--- config.mk ---
export PLATFORM = sky130hd
export DESIGN_NAME = clkdiv_multi
export DESIGN_NICKNAME = d
export VERILOG_FILES = /design/src/rtl/clkdiv_multi.sv
export SDC_FILE = /design/constraint.sdc
export NUM_CORES = 1
export LEC_CHECK = 0
export BUFFER_PORTS_ARGS = -buffer_cell sky130_fd_sc_hd__buf_2
export CAP_MARGIN = 20
export CORE_MARGIN = 2
export CORE_UTILIZATION = 45
export DETAILED_ROUTE_END_ITERATION = 7
export SYNTH_ARGS = -nofsm -noshare
export SYNTH_HDL_FRONTEND = slang
export SYNTH_SLANG_ARGS = --single-unit
--- constraint.sdc ---
create_clock -name clk -period 6 [get_ports clk]
set_clock_uncertainty 0.05 [all_clocks]
set_input_delay 0.9 -clock clk [delete_from_list [all_inputs] [get_ports clk]]
set_output_delay 0.9 -clock clk [all_outputs]
set_load 0.005 [all_outputs]
--- src/rtl/clkdiv_multi.sv ---
// Purpose : free-running counter plus NCH programmable clock-enable / divided-clock channels,
//           with a debounced push-button single-step mode that drives every channel by hand.
// Latency : tick/ck 1 cycle after terminal count; step_tick 2 sync + DB_CYCLES + 1 cycles after a clean press.
// Backpressure: none; free-running, outputs are never stalled.
// Ports   : clk, rst (sync, active-high); sel_step (0 run / 1 step); pulse (raw button);
//           div_we/div_sel/div_val (divisor write); clkdiv (counter); tick/ck (per channel); step_tick.
module clkdiv_multi #(
  parameter int CNT_W     = 32,
  parameter int NCH       = 4,
  parameter int DIV_W     = 27,
  parameter int DEF_DIV   = 67108864,
  parameter int DB_CYCLES = 16,
  localparam int SEL_W    = (NCH > 1) ? $clog2(NCH) : 1
) (
  input  logic             clk,
  input  logic             rst,
  input  logic             sel_step,
  input  logic             pulse,
  input  logic             div_we,
  input  logic [SEL_W-1:0] div_sel,
  input  logic [DIV_W-1:0] div_val,
  output logic [CNT_W-1:0] clkdiv,
  output logic [NCH-1:0]   tick,
  output logic [NCH-1:0]   ck,
  output logic             step_tick
);

  localparam int DB_W = $clog2(DB_CYCLES);
  localparam logic [DIV_W-1:0] DEF_N = DIV_W'(DEF_DIV);

  logic            mode_q;
  logic            sync1, sync2;
  logic            db, db_d;
  logic [DB_W-1:0] db_cnt;
  logic            step_fire;

  logic [DIV_W-1:0] cnt    [NCH];
  logic [DIV_W-1:0] n_cur  [NCH];
  logic [DIV_W-1:0] n_pend [NCH];
  logic [NCH-1:0]   pend_vld;
  logic [NCH-1:0]   term;
  logic [NCH-1:0]   wr_hit;

  // Rising edge of the debounced level; tick and step_tick both register it,
  // so in step mode every tick lines up exactly with step_tick.
  assign step_fire = db & ~db_d;

  always_comb begin
    term   = '0;
    wr_hit = '0;
    for (int i = 0; i < NCH; i++) begin
      // Divisors 0 and 1 both mean "every cycle".
      term[i]   = (n_cur[i] <= DIV_W'(1)) || (cnt[i] == n_cur[i] - DIV_W'(1));
      // A div_sel at or above NCH matches no channel and is dropped.
      wr_hit[i] = div_we && (32'(div_sel) == i);
    end
  end

  // Counter, mode register and button path.
  always_ff @(posedge clk) begin
    if (rst) begin
      clkdiv    <= '0;
      mode_q    <= 1'b0;
      sync1     <= 1'b0;
      sync2     <= 1'b0;
      db        <= 1'b0;
      db_d      <= 1'b0;
      db_cnt    <= '0;
      step_tick <= 1'b0;
    end else begin
      clkdiv    <= clkdiv + CNT_W'(1);
      mode_q    <= sel_step;
      sync1     <= pulse;
      sync2     <= sync1;
      db_d      <= db;
      step_tick <= step_fire;
      // db follows sync2 only after DB_CYCLES consecutive disagreeing samples;
      // any agreeing sample restarts the count.
      if (sync2 != db) begin
        if (db_cnt == DB_W'(DB_CYCLES - 1)) begin
          db     <= sync2;
          db_cnt <= '0;
        end else begin
          db_cnt <= db_cnt + DB_W'(1);
        end
      end else begin
        db_cnt <= '0;
      end
    end
  end

  // Channels.
  always_ff @(posedge clk) begin
    if (rst) begin
      tick     <= '0;
      ck       <= '0;
      pend_vld <= '0;
      for (int i = 0; i < NCH; i++) begin
        cnt[i]    <= '0;
        n_cur[i]  <= DEF_N;
        n_pend[i] <= '0;
      end
    end else begin
      for (int i = 0; i < NCH; i++) begin
        if (mode_q) begin
          // Step mode: counters freeze, pending divisors wait for run mode.
          tick[i] <= step_fire;
          if (step_fire) ck[i] <= ~ck[i];
        end else begin
          tick[i] <= term[i];
          if (term[i]) begin
            ck[i]  <= ~ck[i];
            cnt[i] <= '0;
            // New divisor only lands on a period boundary.
            if (pend_vld[i]) n_cur[i] <= n_pend[i];
          end else begin
            cnt[i] <= cnt[i] + DIV_W'(1);
          end
        end
        // A write wins over the clear, so a write landing on the wrap cycle
        // stays pending for the following wrap.
        if (wr_hit[i]) begin
          n_pend[i]   <= div_val;
          pend_vld[i] <= 1'b1;
        end else if (!mode_q && term[i]) begin
          pend_vld[i] <= 1'b0;
        end
      end
    end
  end

endmodule

==> run_results.csv <==
group,metric,value,unit
logic_synthesis,async_flop_share,0,%
logic_synthesis,ys_seq_elements,378,
cts,cts_tree,"built",
finish,instances_no_fill,2524,
logic_synthesis,yosys.area.top_type,"edfxtp_1",
pwr,p_switching,1470,uW
logic_synthesis,synth_xor_area_share,11.4,%
global_route,use_met2,34.3,%
hold_path,min_path_type,"reg2reg",
cts,cts_htree_levels,2,
floorplan,die_w,215,um
route,drcViolationCount,0,
cts,cts_hold_buf,0,
worst_setup_path,reg2regPathDepth,10,
timing,tns,0,ns
route,wire_per_inst,19.4,um
worst_setup_path,critical_path_class,"reg2reg",
global_route,busiest_layer,"met2",
pwr,p_seq_share,49.2,%
finish,nFillCells,4026,
logic_synthesis,synthDistinctLibCells,82,
floorplan,fp.dieH,215,um
global_route,met3_usage,4.09,%
outcome,status,"finished, final reports clean",
global_route,grt_usage,21.2,%
cts,cts_root_buf,"clkbuf_16",
worst_setup_path,crit_path_end_kind,"flip-flop",
route,route.vias.total,14000,
worst_setup_path,worst_r2r_startpoint,"n_cur[3][0]",
cts,cts_sinks,378,
worst_setup_path,r2r_slack,1.39,ns
logic_synthesis,synth_top_family_by_area,"simple AND/OR/NAND/NOR gates",
floorplan,io_pins,75,
worst_setup_path,required,6.12,ns
cts,numCtsBuffers,43,
finish,fin_nets,1943,
finish,area_growth,12.4,%
logic_synthesis,synth_compound_area_share,5.65,%
global_route,antenna_found_initial,12,
timing,min_period,4.61,ns
worst_setup_path,critPathMaxFanout,27,
hold_path,holdPathEnd,"step_tick",
pwr,power.density,282,nW/um^2
hold_path,hp-start,"db_d",
floorplan,std_cell_rows,77,
timing,finalHoldViolCount,0,
worst_setup_path,start_kind,"flip-flop",
logic_synthesis,yosysTopAreaCellShare,48.5,%
timing,worstMarginPinSlew,1.00,ns
timing,fmax,0.217,GHz
cts,cts_buffer_depth,3,
placement,dp_cells,2441,
route,totalWireLength,49.0,mm
cts,clk_latency,0.56,ns
logic_synthesis,synthAdderAreaFrac,0.873,%
floorplan,initial_core_util,45.5,%
floorplan,core_area,44100,um^2
placement,place_congestion,0.881,
timing,maxSlewHeadroom,33.1,%
pwr,swShare,23.1,%
worst_setup_path,crit_arrival,4.73,ns
run,maxCapViolCount,0,
worst_setup_path,r2r_end,"n_cur[3][0]",
finish,finish.instance_area,22600,um^2
logic_synthesis,synth_commonest_cells,"edfxtp_1, nor2_1, and2_1",
logic_synthesis,synthesis.nets,1885,
logic_synthesis,synth-seq-area-share,53.9,%
global_route,grt-ovfl-total,0,
route,ant_nets,0,
pwr,leakage,0.00826,uW
floorplan,dieArea,46300,um^2
logic_synthesis,synth_mux_area_share,0.568,%
placement,hpwl,34.2,mm
logic_synthesis,synthSimpleGateAreaFrac,25.3,%
logic_synthesis,synth_ff_type,"edfxtp_1",
global_route,use_met1,28.5,%
route,dr.first_iter.drc_count,923,
timing,slew_viol_final,0,
logic_synthesis,syn_inst,1837,
logic_synthesis,synth_area_leaders,"edfxtp_1, xnor2_1, and2_1",
route,dr.pass1.iters,5,
placement,port_buffers,74,
logic_synthesis,synth.avg_cell_area,10.9,um^2
finish,layout-drive-gt1-share,10.6,%
global_route,grt_start_max_net_pins,56,
pwr,p_comb_share,6.8,%
pwr,ir_drop,0.000228,V
timing,fin_crit_sh,76.8,%
timing,setup_viol,0,
logic_synthesis,synth_edf_count,324,
logic_synthesis,ys.warnings.count,0,
cts,cts_setup_buffers,0,
logic_synthesis,synth_most_common_cell,"edfxtp_1",
cts,cts-resized-gates,0,
timing,worst_hold_slack,0.384,ns
timing,rsz0062_at_grt,"false",
placement,post_dp_cell_area,21000,um^2
hold_path,whs_path_depth,1,
cts,path_clk_slew,0.06,ns
pwr,p_int,4900,uW
route,detail_route.vias_per_cell,5.56,
pwr,pwr-share-clk,44.0,%
logic_synthesis,syn_area,20100,um^2
global_route,grt_pass1_wl,77.5,mm
global_route,grt_pass1_vias,13700,
-- cells in the final DEF, fill, tap and decap left out, types with 13 or more instances in the layout --
cell type	count
ha_1	14
buf_4	15
nand2_1	69
xor2_1	124
buf_2	74
nand4_1	43
nor4_1	37
nor3_1	58
a21oi_1	21
and4b_1	29
xnor2_1	138
and2_1	192
nor2b_1	14
or4_1	19
or3_1	19
inv_1	35
nand2b_1	17
clkbuf_16	45
edfxtp_1	324
a31oi_1	13
dfxtp_1	54
nor2_1	197
o21ai_0	27
nand3_1	86
and3_1	60
-- power groups by stage --
stage	sequential (uW)	clock, uW	combinational [uW]
after floorplan	3130	0	326
after global placement	3190	0	426
after detailed placement	3190	0	432
after CTS	3140	2860	433
after global routing	3160	2950	478
final	3140	2800	433
-- worst max-delay path by stage --
stage	slack, ns	startpoint	end	cells after the start
2_1_floorplan	0.83	n_cur[1][2]	n_cur[1][0]	12
3_5_place_dp	1.43	n_cur[1][2]	n_cur[1][15]	10
6_report	1.39	n_cur[3][0]	n_cur[3][0]	10
4_1_cts	1.38	n_cur[1][2]	n_cur[1][9]	10
3_3_place_gp	1.56	n_cur[1][2]	n_cur[1][23]	10
5_1_grt	0.97	n_cur[3][0]	n_cur[3][20]	10
-- final cells by class --
cell class | instances | area (um^2) | area share [%]
Sequential cell | 378 | 10800 | 47.9
Multi-Input combinational cell | 1347 | 8850 | 39.2
Clock inverter | 22 | 295 | 1.31
Tap cell | 592 | 741 | 3.28
Antenna cell | 4 | 10.0 | 0.0444
Inverter | 35 | 131 | 0.583
Timing Repair Buffer | 90 | 498 | 2.21
Clock buffer | 56 | 1220 | 5.40
-- state kept, by name, summed over array words and instances (netlist names), 4 cells and up --
signal and flops:
pend_vld 4, db_cnt 4, n_cur 108, ck 4
n_pend 108, cnt 108, tick 4, clkdiv 32
-- cells by family after synthesis --
logic type                 Yosys count
xor gates and xnor gates           262
adders and majority gates           14
AOI/OAI and AO/OA                  160
and+or+nand+nor                    900
DFF                                378
buffers and inverters              112
muxes                               11
-- critical path: stages (launching register included) --
cell       delay (ns)
edfxtp_1         0.47
inv_1            0.09
ha_1             0.17
nor3b_2          0.48
nand4_1          0.38
a2111oi_0        0.54
o22ai_1          0.12
or4_1            0.56
o31ai_1          0.47
nand3_1          0.13
nand2_1          0.75
-- through the flow --
stage / setup WS, ns / power [uW] / util (%)
final: 1.39 / 6370 / 51.1
after floorplan: 0.829 / 3460 / -
after detailed placement: 1.43 / 3620 / 47.6
after global placement: 1.56 / 3610 / 47.6
after CTS: 1.38 / 6430 / 51.0
after global routing: 0.967 / 6590 / 51.1
-- routing by layer --
metal	up-vias	wire, um
met4	10	1460
met5	-	64
met2	362	22600
met3	108	3030
met1	6741	21800
li1	6804	-
Power figures use the tool's default switching activity.
